## src/rtl/trace_pkg.sv

```systemverilog
// Shared definitions for the execution trace buffer: opcode numbering,
// opcode class decode and the capture FSM state encoding.
// Build option: TRACE_TRIG_EN adds the ARMED and FROZEN trigger states.
package trace_pkg;

    // Opcode numbering of the single-cycle datapath core
    localparam logic [5:0] OP_ADD  = 6'd0;
    localparam logic [5:0] OP_SUB  = 6'd1;
    localparam logic [5:0] OP_AND  = 6'd2;
    localparam logic [5:0] OP_OR   = 6'd3;
    localparam logic [5:0] OP_XOR  = 6'd4;
    localparam logic [5:0] OP_SLT  = 6'd5;
    localparam logic [5:0] OP_ADDI = 6'd6;
    localparam logic [5:0] OP_ANDI = 6'd7;
    localparam logic [5:0] OP_ORI  = 6'd8;
    localparam logic [5:0] OP_XORI = 6'd9;
    localparam logic [5:0] OP_SLTI = 6'd10;
    localparam logic [5:0] OP_LUI  = 6'd11;
    localparam logic [5:0] OP_LW   = 6'd12;
    localparam logic [5:0] OP_SW   = 6'd13;
    localparam logic [5:0] OP_BEQ  = 6'd14;
    localparam logic [5:0] OP_SLL  = 6'd15;
    localparam logic [5:0] OP_BNE  = 6'd16;
    localparam logic [5:0] OP_BLT  = 6'd17;
    localparam logic [5:0] OP_BGE  = 6'd18;
    localparam logic [5:0] OP_LB   = 6'd19;
    localparam logic [5:0] OP_SB   = 6'd20;
    localparam logic [5:0] OP_SLLI = 6'd21;
    localparam logic [5:0] OP_J    = 6'd22;
    localparam logic [5:0] OP_JAL  = 6'd23;
    localparam logic [5:0] OP_JR   = 6'd24;

    typedef enum logic [1:0] {
        CLS_R    = 2'd0,
        CLS_I    = 2'd1,
        CLS_J    = 2'd2,
        CLS_NONE = 2'd3
    } op_class_e;

    // R = {0-5, SLL, JR}; I = {6-14, 16-21}; J = {J, JAL}; anything else is unclassified
    function automatic op_class_e op_class(input logic [5:0] op);
        op_class_e cls;
        cls = CLS_NONE;
        if (op <= OP_SLT || op == OP_SLL || op == OP_JR) begin
            cls = CLS_R;
        end else if ((op >= OP_ADDI && op <= OP_BEQ) || (op >= OP_BNE && op <= OP_SLLI)) begin
            cls = CLS_I;
        end else if (op == OP_J || op == OP_JAL) begin
            cls = CLS_J;
        end
        return cls;
    endfunction

`ifdef TRACE_TRIG_EN
    typedef enum logic [1:0] {
        ST_IDLE   = 2'd0,
        ST_RUN    = 2'd1,
        ST_ARMED  = 2'd2,
        ST_FROZEN = 2'd3
    } trace_state_e;
`else
    typedef enum logic {
        ST_IDLE = 1'b0,
        ST_RUN  = 1'b1
    } trace_state_e;
`endif

endpackage

```

## src/rtl/trace_fifo.sv

```systemverilog
// Parametrised trace FIFO with a selectable full policy.
// OVERWRITE=0 drops a push into a full FIFO; OVERWRITE=1 discards the oldest
// entry instead. push_ok marks a push that was written, drop marks a lost entry.
// Read data falls through from the head entry and is forced to 0 when empty.
module trace_fifo #(
    parameter int W         = 46,
    parameter int DEPTH     = 16,
    parameter bit OVERWRITE = 1'b0
) (
    input  logic                     clk,
    input  logic                     rst,
    input  logic                     clr,
    input  logic                     push,
    input  logic [W-1:0]             wdata,
    input  logic                     pop,
    output logic [W-1:0]             rdata,
    output logic                     valid,
    output logic [$clog2(DEPTH):0]   level,
    output logic                     push_ok,
    output logic                     drop
);

    localparam int AW    = $clog2(DEPTH);
    localparam int LVL_W = AW + 1;

    logic [W-1:0]     mem [DEPTH];
    logic [AW-1:0]    wr_ptr_q;
    logic [AW-1:0]    rd_ptr_q;
    logic [LVL_W-1:0] level_q;
    logic             empty;
    logic             full;
    logic             do_pop;
    logic             wr_en;
    logic             rd_adv;

    assign empty  = (level_q == '0);
    assign full   = (level_q == LVL_W'(DEPTH));
    assign do_pop = pop && !empty;

    // Decide write, read-advance and drop for this cycle; a clear suppresses all of them
    always_comb begin
        wr_en  = 1'b0;
        rd_adv = do_pop;
        drop   = 1'b0;
        if (push) begin
            if (!full || do_pop) begin
                wr_en = 1'b1;
            end else if (OVERWRITE) begin
                wr_en  = 1'b1;
                rd_adv = 1'b1;
                drop   = 1'b1;
            end else begin
                drop = 1'b1;
            end
        end
        if (clr) begin
            wr_en  = 1'b0;
            rd_adv = 1'b0;
            drop   = 1'b0;
        end
    end

    // Storage array; not reset because pointers and level gate every read
    always_ff @(posedge clk) begin
        if (wr_en) begin
            mem[wr_ptr_q] <= wdata;
        end
    end

    // Pointers wrap naturally at DEPTH; level tracks pushes minus pops
    always_ff @(posedge clk or posedge rst) begin
        if (rst) begin
            wr_ptr_q <= '0;
            rd_ptr_q <= '0;
            level_q  <= '0;
        end else if (clr) begin
            wr_ptr_q <= '0;
            rd_ptr_q <= '0;
            level_q  <= '0;
        end else begin
            if (wr_en) begin
                wr_ptr_q <= wr_ptr_q + AW'(1);
            end
            if (rd_adv) begin
                rd_ptr_q <= rd_ptr_q + AW'(1);
            end
            if (wr_en && !rd_adv) begin
                level_q <= level_q + LVL_W'(1);
            end else if (!wr_en && rd_adv) begin
                level_q <= level_q - LVL_W'(1);
            end
        end
    end

    assign rdata   = empty ? '0 : mem[rd_ptr_q];
    assign valid   = !empty;
    assign level   = level_q;
    assign push_ok = wr_en;

endmodule

```

## src/rtl/exec_trace_buffer.sv

```systemverilog
// Instruction-trace capture unit beside the datapath top.
// Holds the capture FSM, the opcode filter, per-class counters and the
// drop/overflow bookkeeping; entries live in trace_fifo.
// Build option: TRACE_TRIG_EN enables trigger-based capture (ARMED/FROZEN).
// Drain handshake: rd_valid_o means the head entry is on rd_*; the entry is
// consumed at the rising edge where rd_valid_o && rd_ready_i; rd_ready_i may
// be held high while empty and has no effect then.
module exec_trace_buffer
    import trace_pkg::*;
#(
    parameter int DATA_W    = 32,
    parameter int PC_W      = 8,
    parameter int DEPTH     = 16,
    parameter int CNT_W     = 16,
    parameter bit OVERWRITE = 1'b0,
    parameter int POST_TRIG = 8
) (
    input  logic                   clk,
    input  logic                   rst,
    input  logic                   clr_i,
    input  logic                   en_i,
    input  logic                   valid_i,
    input  logic [PC_W-1:0]        pc_i,
    input  logic [5:0]             opcode_i,
    input  logic [DATA_W-1:0]      result_i,
    input  logic [5:0]             filt_mask_i,
    input  logic [5:0]             filt_val_i,
    input  logic [5:0]             trig_op_i,
    output logic                   rd_valid_o,
    input  logic                   rd_ready_i,
    output logic [PC_W-1:0]        rd_pc_o,
    output logic [5:0]             rd_opcode_o,
    output logic [DATA_W-1:0]      rd_result_o,
    output logic [$clog2(DEPTH):0] level_o,
    output logic                   overflow_o,
    output logic [CNT_W-1:0]       drop_cnt_o,
    output logic [CNT_W-1:0]       cnt_r_o,
    output logic [CNT_W-1:0]       cnt_i_o,
    output logic [CNT_W-1:0]       cnt_j_o,
    output logic                   frozen_o
);

    localparam int ENT_W = PC_W + 6 + DATA_W;
    localparam logic [CNT_W-1:0] CNT_MAX = {CNT_W{1'b1}};

    trace_state_e     state_q;
    trace_state_e     state_d;
    logic             filt_match;
    logic             count_en;
    logic             hit;
    logic             push_ok;
    logic             drop;
    logic [ENT_W-1:0] wr_entry;
    logic [ENT_W-1:0] rd_entry;
    op_class_e        cls;
    logic [CNT_W-1:0] cnt_r_q;
    logic [CNT_W-1:0] cnt_i_q;
    logic [CNT_W-1:0] cnt_j_q;
    logic [CNT_W-1:0] drop_cnt_q;
    logic             overflow_q;

    assign filt_match = ((opcode_i & filt_mask_i) == (filt_val_i & filt_mask_i));
    assign cls        = op_class(opcode_i);
    assign wr_entry   = {pc_i, opcode_i, result_i};

`ifdef TRACE_TRIG_EN
    logic        trig_fire;
    logic [15:0] post_cnt_q;
    logic        post_done;

    assign trig_fire = valid_i && (state_q == ST_ARMED) && (opcode_i == trig_op_i);
    assign count_en  = valid_i && ((state_q == ST_RUN) || (state_q == ST_ARMED));
    assign hit       = filt_match && ((valid_i && (state_q == ST_RUN)) || trig_fire);
    // True when the push accepted this cycle is the last one before freezing
    assign post_done = push_ok && ((32'(post_cnt_q) + 32'd1) >= 32'(POST_TRIG));

    // Next state: the trigger takes priority over en_i dropping in ARMED
    always_comb begin
        state_d = state_q;
        case (state_q)
            ST_IDLE: begin
                if (en_i) state_d = ST_ARMED;
            end
            ST_ARMED: begin
                if (trig_fire) begin
                    state_d = (push_ok && (POST_TRIG <= 1)) ? ST_FROZEN : ST_RUN;
                end else if (!en_i) begin
                    state_d = ST_IDLE;
                end
            end
            ST_RUN: begin
                if (post_done) state_d = ST_FROZEN;
                else if (!en_i) state_d = ST_IDLE;
            end
            ST_FROZEN: state_d = ST_FROZEN;
            default:   state_d = ST_IDLE;
        endcase
    end

    // Count accepted pushes since the trigger, trigger capture included
    always_ff @(posedge clk or posedge rst) begin
        if (rst) begin
            post_cnt_q <= '0;
        end else if (clr_i) begin
            post_cnt_q <= '0;
        end else if (trig_fire) begin
            post_cnt_q <= push_ok ? 16'd1 : 16'd0;
        end else if ((state_q == ST_RUN) && push_ok && (post_cnt_q != 16'hFFFF)) begin
            post_cnt_q <= post_cnt_q + 16'd1;
        end
    end

    assign frozen_o = (state_q == ST_FROZEN);
`else
    logic unused_trig;

    assign count_en = valid_i && (state_q == ST_RUN);
    assign hit      = count_en && filt_match;

    // Next state: plain enable-driven capture
    always_comb begin
        state_d = state_q;
        case (state_q)
            ST_IDLE: if (en_i)  state_d = ST_RUN;
            ST_RUN:  if (!en_i) state_d = ST_IDLE;
            default: state_d = ST_IDLE;
        endcase
    end

    assign unused_trig = ^{trig_op_i, push_ok, 16'(POST_TRIG)};
    assign frozen_o    = 1'b0;
`endif

    // FSM state register; clear returns to IDLE
    always_ff @(posedge clk or posedge rst) begin
        if (rst) begin
            state_q <= ST_IDLE;
        end else if (clr_i) begin
            state_q <= ST_IDLE;
        end else begin
            state_q <= state_d;
        end
    end

    // Per-class retired-instruction counters, saturating; the filter does not apply
    always_ff @(posedge clk or posedge rst) begin
        if (rst) begin
            cnt_r_q <= '0;
            cnt_i_q <= '0;
            cnt_j_q <= '0;
        end else if (clr_i) begin
            cnt_r_q <= '0;
            cnt_i_q <= '0;
            cnt_j_q <= '0;
        end else if (count_en) begin
            case (cls)
                CLS_R: if (cnt_r_q != CNT_MAX) cnt_r_q <= cnt_r_q + CNT_W'(1);
                CLS_I: if (cnt_i_q != CNT_MAX) cnt_i_q <= cnt_i_q + CNT_W'(1);
                CLS_J: if (cnt_j_q != CNT_MAX) cnt_j_q <= cnt_j_q + CNT_W'(1);
                default: ;
            endcase
        end
    end

    // Lost-entry bookkeeping: sticky overflow flag and saturating drop count
    always_ff @(posedge clk or posedge rst) begin
        if (rst) begin
            overflow_q <= 1'b0;
            drop_cnt_q <= '0;
        end else if (clr_i) begin
            overflow_q <= 1'b0;
            drop_cnt_q <= '0;
        end else if (drop) begin
            overflow_q <= 1'b1;
            if (drop_cnt_q != CNT_MAX) drop_cnt_q <= drop_cnt_q + CNT_W'(1);
        end
    end

    trace_fifo #(
        .W         (ENT_W),
        .DEPTH     (DEPTH),
        .OVERWRITE (OVERWRITE)
    ) u_fifo (
        .clk     (clk),
        .rst     (rst),
        .clr     (clr_i),
        .push    (hit),
        .wdata   (wr_entry),
        .pop     (rd_ready_i),
        .rdata   (rd_entry),
        .valid   (rd_valid_o),
        .level   (level_o),
        .push_ok (push_ok),
        .drop    (drop)
    );

    assign rd_pc_o     = rd_entry[ENT_W-1 -: PC_W];
    assign rd_opcode_o = rd_entry[DATA_W +: 6];
    assign rd_result_o = rd_entry[DATA_W-1:0];
    assign overflow_o  = overflow_q;
    assign drop_cnt_o  = drop_cnt_q;
    assign cnt_r_o     = cnt_r_q;
    assign cnt_i_o     = cnt_i_q;
    assign cnt_j_o     = cnt_j_q;

endmodule

```

## config.mk

```make
export PLATFORM = sky130hd
export DESIGN_NAME = exec_trace_buffer
export DESIGN_NICKNAME = d
export VERILOG_FILES = /design/src/rtl/trace_pkg.sv /design/src/rtl/trace_fifo.sv /design/src/rtl/exec_trace_buffer.sv
export SDC_FILE = /design/constraint.sdc
export NUM_CORES = 1
export LEC_CHECK = 0
export CAP_MARGIN = 20
export CORE_AREA = 2 2 272 274
export DETAILED_ROUTE_END_ITERATION = 7
export DIE_AREA = 0 0 274 276
export GPL_TIMING_DRIVEN = 0
export PLACE_DENSITY_LB_ADDON = 0.25
export SLEW_MARGIN = 20
export SYNTH_ARGS = -nofsm -noshare
export SYNTH_HDL_FRONTEND = slang
export SYNTH_SLANG_ARGS = --single-unit
```

## constraint.sdc

```tcl
create_clock -name clk -period 3.75 [get_ports clk]
set_input_delay 0.9375 -clock clk [delete_from_list [all_inputs] [get_ports clk]]
set_output_delay 0.9375 -clock clk [all_outputs]
set_load 0.05 [all_outputs]
```

==> results.json <==
{
  "fillers": 5562,
  "maxSlewViolCount": 0,
  "final_cell_mix": "edfxtp_1, mux4_2, clkdlybuf4s50_1",
  "end_kind": "primary output",
  "die_area_mm2": 0.07562,
  "area_delta_synth_final_pct": 22.91,
  "numClockSinks": 815,
  "drc": 0,
  "timing.final.ws_setup_ps": -196.7,
  "placed_cell_area_mm2": 0.03608,
  "violations": "negative setup slack",
  "ctsLongestPathBuffers": 3,
  "first_pass_iters": 5,
  "grt_first_pass_wirelength_um": 113200,
  "ys.flop_type": "edfxtp_1",
  "multi_input_area_mm2": 0.008068,
  "hpwl_um": 46330,
  "syn_avg_cell_area_um2": 20.78,
  "num_vias": 16469,
  "crit_chain": "buf_8 > buf_12 > clkbuf_16 > buf_16 > mux4_2 > mux4_2 > and2_4 > buf_6",
  "holdBufCountCts": 0,
  "worstMarginPinSlew_ps": 881.4,
  "finClkSkew_ps": 17.09,
  "synth_edf_count": 736,
  "slowest_delay_ps": 550,
  "synth-seq-area-share_pct": 74.36,
  "rows": 99,
  "period_share_pct": 105.2,
  "grt_overflow_total": 0,
  "clkLatencyLatePin_ps": 640,
  "power_density_mw_per_mm2": 651.7,
  "cp.depth": 8,
  "grt_max_degree": 55,
  "ys_ff_latch": 815,
  "wl_per_cell_um": 26.50,
  "crit_arrival_ps": 3010,
  "ios": 188,
  "drt_wl_total_um": 76890,
  "cts-root-buf": "clkbuf_16",
  "syn_nets": 1642,
  "p_leak_nw": 12.95,
  "crit_fanout": 5,
  "dr.first_iter.drc_count": 1587,
  "drive_above_1_share_pct": 29.37,
  "cp_slowest_cell": "mux4_2",
  "crit_required_ps": 2810,
  "cts_made_buffers": 85,
  "p_switching_w": 0.007487,
  "final_common_cell": "edfxtp_1",
  "pwr-share-comb_pct": 29.6,
  "postLayoutCellArea_mm2": 0.03980,
  "cts_tree": "built",
  "worst_hold_path.num_cells": 2,
  "pwr-share-seq_pct": 38.5,
  "hold_viol_final": 0,
  "die_x_um": 274,
  "layout.nets": 1956,
  "antenna_left": 0,
  "p_int_w": 0.01845,
  "pwr-share-clk_pct": 31.9,
  "fmax_mhz": 253.4,
  "met3_length_um": 5234,
  "path_delay_family": "multiplexers",
  "die_y_um": 276,
  "postSynth.asyncResetShare_pct": 9.693,
  "synth_area_mm2": 0.03238,
  "crit_path_frequent_cell": "mux4_2",
  "route.met2.wl_um": 38770,
  "h-tree-depth": 3,
  "path_clk_slew_ps": 60,
  "drt-met1-wl_um": 31450,
  "core-area_mm2": 0.07259,
  "cap_viol_max_count": 0,
  "route.top_layer_used": "met5",
  "routed_via_density": 5.677,
  "register_area_mm2": 0.02408,
  "ys_warn_count": 0,
  "dpl_worst_slack_ps": -1435,
  "cp_num_buf_inv": 5,
  "gp_congestion": 0.8107,
  "sw_frac_of_total_pct": 28.87,
  "status": "finished, violations left",
  "setup_viol": 46,
  "slew_headroom_pct": 41.09,
  "track_usage_pct": 20.45,
  "rsz0062_at_grt": "yes",
  "start_util_pct": 44.61,
  "synth.distinct_cells": 50,
  "io_buffers": 179,
  "critPathLaunchType": "flop",
  "postSynthCellCount": 1558,
  "grt_pass1_vias": 17406,
  "critPathKind": "reg2out",
  "r2r_cells": 9,
  "antenna_found_initial": 1,
  "ir_drop_mv": 0.4874,
  "period_needed_ps": 3947,
  "worstHoldPathType": "reg2reg"
}
## cells by family (layout without fill, tap and decap cells)
kind of cell | after synthesis | count (layout) | synth area share [%]
fa+ha+maj | 14 | 14 | 0.5642
xor+xnor | 65 | 65 | 1.758
flops | 815 | 815 | 74.36
compound gates | 41 | 41 | 0.7265
buf+inv | 86 | 469 | 1.267
simple gates | 300 | 300 | 5.124
other cells | 1 | 2 | 0.01158
mux | 236 | 236 | 16.19
## worst min-delay path, delay by kind of cell (launching register included)
family | cells | cell delay (ps)
DFF | 1 | 380
and+or+nand+nor | 2 | 140
## metal layers
| metal | vias to the layer above | track usage, % |
|---|---|---|
| met4 | 2 | 4.808 |
| met1 | 8802 | 28.01 |
| met5 | - | 0 |
| li1 | 7037 | - |
| met2 | 519 | 33.93 |
| met3 | 109 | 4.056 |
## state kept, by name (all words and copies together), names as in the netlist
register         cells
u_fifo.mem         736
cnt_i_o             16
cnt_j_o             16
cnt_r_o             16
drop_cnt_o          16
u_fifo.level         5
u_fifo.rd_ptr_q      4
u_fifo.wr_ptr_q      4
overflow_o           1
state_q              1
## final timing paths
check	startpoint	to	slack [ps]
setup reg to reg	u_fifo.level[1]$_DFFE_PP0P_	u_fifo.level[4]$_DFFE_PP0P_	720
setup / recovery	u_fifo.rd_ptr_q[0]$_DFFE_PP0P_	rd_opcode_o[5]	-200
min in group asynchronous	rst	drop_cnt_o[7]$_DFFE_PP0P_	650
hold reg to reg	overflow_o$_DFFE_PP0P_	overflow_o$_DFFE_PP0P_	560
max in group asynchronous	rst	u_fifo.rd_ptr_q[1]$_DFFE_PP0P_	2470
hold / removal	overflow_o$_DFFE_PP0P_	overflow_o$_DFFE_PP0P_	560
## Yosys cell counts (all sizes together) (14+ instances only)
master,instances,area share (%)
mux4,230,16
nand3,33,0.57
buf,32,0.64
xor2,48,1.3
edfxtp,736,68
and2,65,1.3
and3,15,0.29
clkbuf,42,0.49
nand2,29,0.34
xnor2,17,0.46
dfrtp,79,6.1
nor3,14,0.25
a21oi,22,0.34
nor2,76,0.88
nand4,29,0.56
## stage by stage
stage          instances  total power [W]  hold slack [ps]  util [%]  TNS (ps)
6_report            2901          0.02594            558.5     54.83     -5601
5_1_grt             2900          0.02681            590.1     54.82    -10240
4_1_cts             2888          0.02555            566.2     54.27     -9054
3_5_place_dp        2721          0.01651            552.3     49.70   -850810
3_3_place_gp        2696          0.01646            534.5     48.73  -2476820
2_1_floorplan       1558          0.01443            575.0         -   -135820
## timing repair
| item | in CTS | in global routing |
|---|---|---|
| endpoints found under the setup margin | 787 | 101 |
| resized for setup | 451 | 82 |
| gates cloned | 5 | 8 |
| pin swaps | 1 | 0 |
| setup buffers | 7 | 6 |
## power by group through the flow
stage                     clock (W)  combinational (W)  sequential [W]
after floorplan                   0            0.00420          0.0102
after global placement            0            0.00630          0.0102
after detailed placement          0            0.00634          0.0102
after CTS                   0.00840            0.00716         0.00999
after global routing        0.00876            0.00806         0.00999
final                       0.00826            0.00768         0.00999
## final cells by class
| type | count | share of cell area (%) |
|---|---|---|
| inverters | 12 | 0.1195 |
| well taps | 959 | 3.015 |
| plain buffers | 73 | 1.855 |
| repair buffers | 228 | 7.376 |
| diodes | 1 | 0.006288 |
| multi-input cells | 657 | 20.27 |
| clock inverters | 50 | 1.258 |
| flip-flops and latches | 815 | 60.50 |
| clock buffers | 106 | 5.596 |
Power figures use the tool's default switching activity.
